[config.mk]
export PLATFORM = sky130hd
export DESIGN_NAME = store_size_unit
export DESIGN_NICKNAME = d
export VERILOG_FILES = /design/src/rtl/store_pkg.sv /design/src/rtl/byte_lane_merge.sv /design/src/rtl/store_size_unit.sv
export SDC_FILE = /design/constraint.sdc
export NUM_CORES = 1
export LEC_CHECK = 0
export CAP_MARGIN = 20
export CELL_PAD_IN_SITES_DETAIL_PLACEMENT = 0
export CELL_PAD_IN_SITES_GLOBAL_PLACEMENT = 1
export CORE_MARGIN = 8
export CORE_UTILIZATION = 46
export CTS_CLUSTER_SIZE = 16
export DETAILED_ROUTE_END_ITERATION = 10
export DONT_BUFFER_PORTS = 1
export GPL_TIMING_DRIVEN = 0
export PLACE_DENSITY_LB_ADDON = 0.05
export SYNTH_ARGS = -nofsm -noshare
export SYNTH_HDL_FRONTEND = slang
export SYNTH_SLANG_ARGS = --single-unit
export TNS_END_PERCENT = 1
[constraint.sdc]
create_clock -name clk -period 4.65 [get_ports clk]
set_input_delay 0.93 -clock clk [delete_from_list [all_inputs] [get_ports clk]]
set_output_delay 0.93 -clock clk [all_outputs]
set_load 0.05 [all_outputs]
[src/rtl/store_pkg.sv]
// Shared definitions for the store path: store-type encodings, FSM states
// and the widths of the lane-select fields taken from the byte address.
package store_pkg;

  localparam int WORD_W     = 32;
  localparam int LANE_SEL_W = 2;
  localparam int HALF_SEL_W = 1;

  typedef enum logic [1:0] {
    ST_SW  = 2'b00,
    ST_SH  = 2'b01,
    ST_SB  = 2'b10,
    ST_INV = 2'b11
  } store_type_e;

  typedef enum logic [2:0] {
    IDLE  = 3'd0,
    READ  = 3'd1,
    WRITE = 3'd2,
    DONE  = 3'd3,
    ERR   = 3'd4
  } store_state_e;

endpackage

[src/rtl/byte_lane_merge.sv]
// Combinational lane merge: overlays the new store data onto the old memory
// word in the lanes selected by the store type and low address bits.
// Shared with the load-side verification model, so it has no state.
module byte_lane_merge
  import store_pkg::*;
(
  input  logic [WORD_W-1:0]     old_word,
  input  logic [WORD_W-1:0]     new_data,
  input  store_type_e           store_type,
  input  logic [LANE_SEL_W-1:0] addr,
  output logic [WORD_W-1:0]     merged
);

  // Start from the old word and replace only the lanes being stored.
  always_comb begin
    merged = old_word;
    case (store_type)
      ST_SW: merged = new_data;
      ST_SH: begin
        if (addr[1]) merged[31:16] = new_data[15:0];
        else         merged[15:0]  = new_data[15:0];
      end
      ST_SB: merged[{addr, 3'b000} +: 8] = new_data[7:0];
      default: merged = old_word;
    endcase
  end

endmodule

[src/rtl/store_size_unit.sv]
// Store sequencer for SW/SH/SB. Full-word stores are written directly;
// halfword and byte stores read the containing word, merge, and write back.
// All outputs are registered from next-state values so they line up with
// the state they describe.
module store_size_unit #(
  parameter int DATA_W       = 32,
  parameter int READ_LATENCY = 1
) (
  input  logic              clk,
  input  logic              reset,
  input  logic              start,
  input  logic [1:0]        store_type,
  input  logic [DATA_W-1:0] addr,
  input  logic [DATA_W-1:0] wdata_b,
  input  logic [DATA_W-1:0] mem_rdata,
  output logic [DATA_W-1:0] mem_addr,
  output logic [DATA_W-1:0] mem_wdata,
  output logic              mem_wr,
  output logic              busy,
  output logic              done,
  output logic              err
);

  import store_pkg::*;

  localparam int CNT_W = $clog2(READ_LATENCY + 1);

  store_state_e      state_q, state_d;
  store_type_e       type_q, type_d;
  logic [DATA_W-1:0] addr_q, addr_d;
  logic [DATA_W-1:0] wdata_q, wdata_d;
  logic [DATA_W-1:0] old_word_q, old_word_d;
  logic [CNT_W-1:0]  cnt_q, cnt_d;
  logic [DATA_W-1:0] merged;

  // Merge uses next-state request and old word so the write data is ready
  // in the same cycle the FSM enters WRITE.
  byte_lane_merge u_merge (
    .old_word   (old_word_d),
    .new_data   (wdata_d),
    .store_type (type_d),
    .addr       (addr_d[1:0]),
    .merged     (merged)
  );

  // Next-state logic: request latching, read-latency countdown and capture.
  always_comb begin
    state_d    = state_q;
    type_d     = type_q;
    addr_d     = addr_q;
    wdata_d    = wdata_q;
    old_word_d = old_word_q;
    cnt_d      = cnt_q;
    case (state_q)
      IDLE: begin
        if (start) begin
          type_d  = store_type_e'(store_type);
          addr_d  = addr;
          wdata_d = wdata_b;
          case (store_type_e'(store_type))
            ST_SW: state_d = WRITE;
            ST_SH: begin
              if (addr[0]) begin
                state_d = ERR;
              end else begin
                state_d = READ;
                cnt_d   = CNT_W'(READ_LATENCY);
              end
            end
            ST_SB: begin
              state_d = READ;
              cnt_d   = CNT_W'(READ_LATENCY);
            end
            default: state_d = ERR;
          endcase
        end
      end
      READ: begin
        if (cnt_q <= CNT_W'(1)) begin
          old_word_d = mem_rdata;
          cnt_d      = '0;
          state_d    = WRITE;
        end else begin
          cnt_d = cnt_q - CNT_W'(1);
        end
      end
      WRITE:   state_d = DONE;
      DONE:    state_d = IDLE;
      ERR:     state_d = IDLE;
      default: state_d = IDLE;
    endcase
  end

  // State, latches and registered outputs; reset abandons any store.
  always_ff @(posedge clk) begin
    if (reset) begin
      state_q    <= IDLE;
      type_q     <= ST_SW;
      addr_q     <= '0;
      wdata_q    <= '0;
      old_word_q <= '0;
      cnt_q      <= '0;
      mem_addr   <= '0;
      mem_wdata  <= '0;
      mem_wr     <= 1'b0;
      busy       <= 1'b0;
      done       <= 1'b0;
      err        <= 1'b0;
    end else begin
      state_q    <= state_d;
      type_q     <= type_d;
      addr_q     <= addr_d;
      wdata_q    <= wdata_d;
      old_word_q <= old_word_d;
      cnt_q      <= cnt_d;
      mem_addr   <= {addr_d[DATA_W-1:2], 2'b00};
      mem_wdata  <= merged;
      mem_wr     <= (state_d == WRITE);
      busy       <= (state_d != IDLE);
      done       <= (state_d == DONE) || (state_d == ERR);
      err        <= (state_d == ERR);
    end
  end

endmodule

Word level (Yosys, flattened, before mapping)
Cells that the tools add are included.
{"block": "totals", "ff_bits": 170, "latch_bits": 0, "ramBits": 0, "mem_bits_ro": 0, "inputBits": 101, "output_inout_bits": 68, "wordCells": 59, "mem_count": 0}
{"block": "classes", "add_sub_neg": 2, "multipliers": 0, "n_div": 0, "n_lt_le_gt_ge": 1, "eq_ne": 12, "shift": 2, "mux": 22, "n_bitwise": 0, "reduce_logical": 7}
{"operator": "$mux 32", "count": 6}
{"operator": "$pmux 32 s3", "count": 1}
{"operator": "$bwmux 32", "count": 1}
{"operator": "$mux 16", "count": 2}
{"operator": "$shift 8x7->32 const A", "count": 1}
{"operator": "$shiftx 8x7->32", "count": 1}
{"operator": "$pmux 3 s3", "count": 2}
{"operator": "$eq 3x2->1 const B", "count": 3}
{"operator": "$mux 3", "count": 3}
{"operator": "$neg 5->7", "count": 1}
{"operator": "$eq 2x1->1 const B", "count": 2}
{"operator": "$eq 2x2->1 const B", "count": 2}
{"operator": "$logic_not 2->1", "count": 2}
{"operator": "$mux 2", "count": 2}
{"operator": "$pmux 1 s2", "count": 2}
{"operator": "$reduce_and 4->1", "count": 1}
{"operator": "$eq 3x1->1 const B", "count": 1}
{"operator": "$eq 3x3->1 const B", "count": 1}
{"operator": "$logic_not 3->1", "count": 1}
{"operator": "$mux 1", "count": 3}
{"operator": "$ne 3x1->1 const B", "count": 1}
{"operator": "$ne 3x3->1 const B", "count": 1}
{"operator": "$reduce_bool 3->1", "count": 1}
{"operator": "$ne 2x2->1 const B", "count": 1}
{"operator": "other kinds (4)", "count": 4}

Logic depth before layout (Yosys ltp)
Gate-level depths: netlist of the first run.
{"block": "logic_depth", "depth_word": 6, "depth_mapped": 11, "depth_no_buf": 9}

Modules after synthesis
Synthesis of the first run repeated with hierarchy kept, for this count alone.
{"block": "unflattened", "hier_cells": 618, "area_unflattened_um2": 6142.1}
{"module": "store_size_unit", "instances": 1, "cells_per_inst": 477, "area_each_um2": 5112.4, "seq_area_each_um2": 2742.6}
{"module": "byte_lane_merge", "instances": 1, "cells_per_inst": 141, "area_each_um2": 1029.7, "seq_area_each_um2": 0.0}

Worst setup path before layout of the first run
Ideal clock, no wire load.
{"block": "synth_timing", "path_kind": "input to register", "start": "input port start", "end": "register mem_wdata[23]", "setup_time_ps": 95, "t_arrival_ps": 3729, "t_required_ps": 4555, "path_slack_ps": 826, "path_stages": 10, "path_buffers": 1, "path_cell_list": "or4b_1 buf_6 mux2i_1 inv_1 ha_1 or3b_2 nor4b_1 o22ai_1 o22a_1 a221oi_1"}
{"block": "synth_between", "elab_chain_len": 6, "elab_cells_between_ends": 15, "cone_classes": "add/sub: 1; eq/ne: 2; shift: 2; mux: 9; reduce/logical: 1"}
{"item": "from (decl)", "line_no": "store_size_unit.sv:11", "source": "input logic start,"}
{"item": "$mux 32", "line_no": "store_size_unit.sv:56", "source": "if (start) begin"}
{"item": "$mux 32", "line_no": "store_size_unit.sv:54", "source": "case (state_q)"}
{"item": "$neg 5->7", "line_no": "byte_lane_merge.sv:23", "source": "ST_SB: merged[{addr, 3'b000} +: 8] = new_data[7:0];"}
{"item": "$shiftx 8x7->32 or $shift 8x7->32 (tied branches)", "line_no": "byte_lane_merge.sv:23"}
{"item": "$bwmux 32", "line_no": "byte_lane_merge.sv:23"}
{"item": "$pmux 32 s3 *", "line_no": "byte_lane_merge.sv:17", "source": "case (store_type)"}
{"item": "to (signal assigned)", "line_no": "store_size_unit.sv:117", "source": "mem_wdata <= merged;"}
{"item": "to (decl)", "line_no": "store_size_unit.sv:17", "source": "output logic [DATA_W-1:0] mem_wdata,"}
Every way passes the cells marked *; elsewhere a longest branch is shown, timed or not.
A chain may end at the register's enable or synchronous reset.

Worst setup path after layout of the first run
Same ends and word-level chain as after synthesis.

==> results of run 1 <==
-- worst paths after layout --
check / cells after the start / from / end
setup / recovery: 8 / start / mem_wdata[23]
hold / removal: 2 / mem_addr[5] / mem_addr[5]
setup reg to reg: 8 / state_q[2] / mem_wdata[23]
hold reg to reg: 2 / mem_addr[5] / mem_addr[5]
-- layout make-up --
| class | count | area share |
|---|---|---|
| clock inverter | 11 | 0.0179 |
| multi-input combinational | 467 | 0.407 |
| tap | 172 | 0.0318 |
| clock buffer | 20 | 0.0690 |
| inverter | 6 | 0.00333 |
| timing repair buffer | 1 | 0.000740 |
| sequential | 137 | 0.405 |
| buffer | 78 | 0.0645 |
-- power groups by stage --
stage          combinational, mW  sequential, mW  clock, mW
2_1_floorplan              0.447            1.44          0
3_3_place_gp               0.578            1.45          0
3_5_place_dp               0.583            1.45          0
4_1_cts                    0.585            1.43       1.35
5_1_grt                    0.633            1.44       1.41
6_report                   0.587            1.43       1.33
-- critical path, cell delays in order --
cell,delay (ps)
nor4b_2,640
mux2i_1,530
ha_1,420
or3b_2,530
nor4b_1,310
o22ai_1,300
o22a_1,280
a221oi_1,320
-- flip-flops by register name, indices dropped and copies added, names as in the netlist --
signal      count
addr_q          2
busy            1
done            1
err             1
mem_addr       30
mem_wdata      32
mem_wr          1
old_word_q     32
state_q         3
type_q          2
wdata_q        32
-- routing by layer --
| layer | track usage | vias to the layer above |
|---|---|---|
| li1 | - | 2428 |
| met1 | 0.280 | 2418 |
| met2 | 0.374 | 166 |
| met3 | 0.0824 | 23 |
| met4 | 0.0820 | 0 |
| met5 | 0 | - |
-- stage by stage --
stage          power, mW  hold slack, ps  area, sq um  setup WS (ps)
2_1_floorplan       1.88             436         5960            826
3_3_place_gp        2.03             442         6170            321
3_5_place_dp        2.04             447         6180            380
4_1_cts             3.36             455         6770            777
5_1_grt             3.48             473         6770            505
6_report            3.34             452         6770            709
-- Yosys cell counts, types with 4 or more instances --
master	number	area share
dfxtp_1	137	0.46
o21ai_0	4	0.0034
o22a_1	9	0.013
a311oi_1	4	0.0059
a22oi_1	4	0.0050
mux2i_1	39	0.066
a221o_1	8	0.013
buf_4	32	0.040
a22o_1	10	0.015
a221oi_1	9	0.013
inv_1	6	0.0038
nand2b_1	12	0.013
a21oi_1	78	0.066
nand4_1	4	0.0042
nand3_1	10	0.0084
a21o_1	6	0.0076
clkbuf_1	30	0.019
buf_2	7	0.0059
nor3_1	7	0.0059
a31oi_1	15	0.016
buf_1	7	0.0044
nor2_1	43	0.027
nand2_1	139	0.088
and3_1	15	0.016
-- cell families (layout without fill, tap and decap cells) --
group | Yosys count | in the layout | synth area share
AO/OA/AOI/OAI | 171 | 171 | 0.191
multiplexers | 44 | 44 | 0.0794
other | 1 | 2 | 0.000630
flip-flops | 137 | 137 | 0.461
AND/OR/NAND/NOR | 247 | 247 | 0.185
buffers and inverters | 84 | 116 | 0.0771
adder cells (fa/ha/maj) | 3 | 3 | 0.00630
==> results_dict.tcl, run 1 <==
set metrics [dict create \
    status "finished, final reports clean" \
    rows 41 \
    dp_hpwl_mm 15.1 \
    switching_share 0.316 \
    wl_met3_mm 1.66 \
    p_seq_frac 0.428 \
    maxSlewHeadroom 0.449 \
    detail_route.wl_per_cell_um 21.9 \
    min_path_type "reg -> reg" \
    io_pins 169 \
    critPathCaptureType "flip-flop" \
    die_w_um 130 \
    switchingPower_mw 1.06 \
    dr.max_layer_used "met4" \
    cap_violations 0 \
    n_antenna_cell 0 \
    seq_area_frac_synth 0.461 \
    core_area_sq_mm 0.0126 \
    synth_cell_type_count 58 \
    final.fill_count 1232 \
    drc 0 \
    clk_latency_ps 420 \
    p_clk_frac 0.397 \
    syn_inst 687 \
    cts_tree "built" \
    required_ps 4960 \
    area_growth_pct 13.6 \
    reg2reg_slack_ps 740 \
    seq_area_sq_mm 0.00274 \
    die-area_sq_mm 0.0168 \
    final_common_cell "nand2_1" \
    routed_wl_mm 19.6 \
    htreeDepth 4 \
    fmax_mhz 254 \
    power_frac_comb 0.176 \
    syn_avg_cell_area_sq_um 8.67 \
    worstPathMaxFanout 8 \
    grt_pass1_vias 5041 \
    overflow 0 \
    met1_length_mm 8.32 \
    cts_resized 0 \
    die_h_um 130 \
    multiInputGateArea_sq_mm 0.00276 \
    io_buffer_count 0 \
    cts_sinks 137 \
    clockRootBuffer "clkbuf_16" \
    drt_iter0_drc 411 \
    power_density_mw_per_mm2 494 \
    syn_area_sq_mm 0.00596 \
    routed_via_density 5.64 \
    grt_pass1_wl_mm 28.8 \
    worst_slew_pin_slew_ps 821 \
    worstSetupPathType "in -> reg" \
    intPower_mw 2.29 \
    fin_cells 892 \
    grt_max_degree 17 \
    ant_nets 0 \
    finalMaxSlewViolations 0 \
    synth_seq_cells 137 \
    cts_setup_buffers 0 \
    yosys_warnings 0 \
    fin_nets 812 \
    cts_inserted_buffers 17 \
    start_util 0.472 \
    place_congestion 0.880 \
    clockBufferDepth 2 \
    final_cell_mix "nand2_1 (139), dfxtp_1 (137), a21oi_1 (78)" \
    dp_cells 861 \
    cts_hold_buf 0 \
    drive_gt1_frac 0.117 \
    synth_edf_count 0 \
    fin_util 0.536 \
    period_share 0.848 \
    grt_usage 0.232 \
    wl_met2_mm 9.23 \
    ir_drop_v 0.000233 \
    ys_async_sr_fraction 0 \
    fin_crit_ps 3940 \
    cp.arrival_ps 4250 \
    finalSetupViolations 0 \
    dr.pass1.iters 7 \
    synth_ff_type "dfxtp_1" \
    hold_viol 0 \
    p_leak_nw 2.63 \
    start_kind "primary input" \
    skew_ps 6.12 \
    fin_setup_tns_ps 0 \
    clkTransAtPathRegs_ps 60 \
    rsz0062_at_grt "no" \
    vias 5035 \
    grt_antenna_before_repair 0 \
]
No activity file was read; power rests on OpenSTA's default activity.
==> run 2, diff against run 1 <==
clock period = 3.8 ns   (was 4.65 ns; I/O delays follow)
==> run 2 against run 1 <==
  * Clock power grew 22%
  * Critical path depth grew 2
  * Total power grew 23%
  * Critical path type is now reg -> reg
==> results_dict.tcl, run 2 (same netlist as run 1, synthesis figures left out) <==
set metrics [dict create \
    area_growth_pct 14.3 \
    required_ps 4110 \
    finalSetupViolations 0 \
    place_congestion 0.880 \
    clk_latency_ps 420 \
    top_regs "mem_wdata: 32 flops, old_word_q: 32 flops, wdata_q: 32 flops" \
    power_mw 4.10 \
    htreeDepth 4 \
    start_util 0.472 \
    finalMaxSlewViolations 0 \
    grt_usage 0.232 \
    worst_slew_pin_slew_ps 810 \
    ant_nets 0 \
    io_pins 169 \
    drt_iter0_drc 416 \
    ir_drop_v 0.000285 \
    core_area_sq_mm 0.0126 \
    grt_antenna_before_repair 0 \
    routed_wl_mm 19.5 \
    grt_pass1_wl_mm 28.9 \
    skew_ps 6.93 \
    cap_violations 0 \
    cts_sinks 137 \
    hold_viol 0 \
    cts_inserted_buffers 17 \
    grt_max_degree 17 \
    die-area_sq_mm 0.0168 \
    final_common_cell "nand2_1" \
    worstPathMaxFanout 9 \
    detail_route.wl_per_cell_um 21.9 \
    power_density_mw_per_mm2 602 \
    drive_gt1_frac 0.122 \
    cts_tree "built" \
    worstSetupPathType "reg -> reg" \
    fin_setup_tns_ps 0 \
    fin_crit_ps 3560 \
    worst_hold_slack_ps 452 \
    drc 0 \
    maxSlewHeadroom 0.457 \
    setup_ws_ps 243 \
    vias 4989 \
    die_w_um 130 \
    clockBufferDepth 2 \
    critPathCaptureType "flip-flop" \
    final_cell_mix "nand2_1 (139), dfxtp_1 (137), a21oi_1 (78)" \
    dpl_cell_area_sq_mm 0.00618 \
    dp_cells 861 \
    dp_hpwl_mm 15.1 \
    status "finished, final reports clean" \
    cts_setup_buffers 0 \
    clockRootBuffer "clkbuf_16" \
    overflow 0 \
    p_leak_nw 2.64 \
    fin_nets 812 \
    period_share 0.936 \
    start_kind "flip-flop" \
    rows 41 \
    dp_slack_ps -300 \
    rsz0062_at_grt "no" \
    die_h_um 130 \
    grt_pass1_vias 5043 \
    cp.arrival_ps 3870 \
    fin_area_sq_mm 0.00681 \
    fin_cells 892 \
    io_buffer_count 0 \
    clkTransAtPathRegs_ps 60 \
    routed_via_density 5.59 \
    fin_util 0.539 \
    n_antenna_cell 0 \
    fmax_mhz 281 \
    min_path_type "reg -> reg" \
    dr.pass1.iters 7 \
]
run 2: worst paths after layout:
kind	slack (ps)	end	start	depth (start not counted)
worst min register to register	450	mem_addr[5]	mem_addr[5]	2
worst min-delay path	450	mem_addr[5]	mem_addr[5]	2
worst max-delay path	240	mem_wdata[23]	state_q[2]	10
worst max register to register	240	mem_wdata[23]	state_q[2]	10
run 2: final cells by class:
type,count,area [sq um]
flip-flops and latches,137,2740
multi-input cells,467,2800
clock inverters,11,121
plain buffers,78,437
fillers,1228,5810
well taps,172,215
repair buffers,1,5.00
inverters,6,22.5
clock buffers,20,467
run 2: routing by layer:
metal / track usage / wire length (um) / up-vias
li1: - / - / 2426
met1: 0.280 / 8300 / 2385
met2: 0.374 / 9350 / 162
met3: 0.0824 / 1620 / 16
met4: 0.0820 / 276 / 0
met5: 0 / 0 / -
run 2: what timing repair did:
item                                    CTS  global route
resized for setup                         2             4
endpoints found under the setup margin    3             8
hold buffers                              0             0
pin swaps                                 0             1
run 2: critical path, stage by stage, from the launching register on:
cell	delay, ps
dfxtp_1	370
or4b_1	560
buf_6	180
mux2i_4	250
inv_1	70
ha_1	390
or3b_2	540
o32ai_1	310
o22ai_2	210
o22a_1	240
a221oi_1	320
run 2: report_power, final:
group | internal, mW | switching, mW | total [mW]
Clock | 1.01 | 0.611 | 1.62
Sequential | 1.55 | 0.195 | 1.75
Combinational | 0.238 | 0.487 | 0.726
Total | 2.80 | 1.29 | 4.10
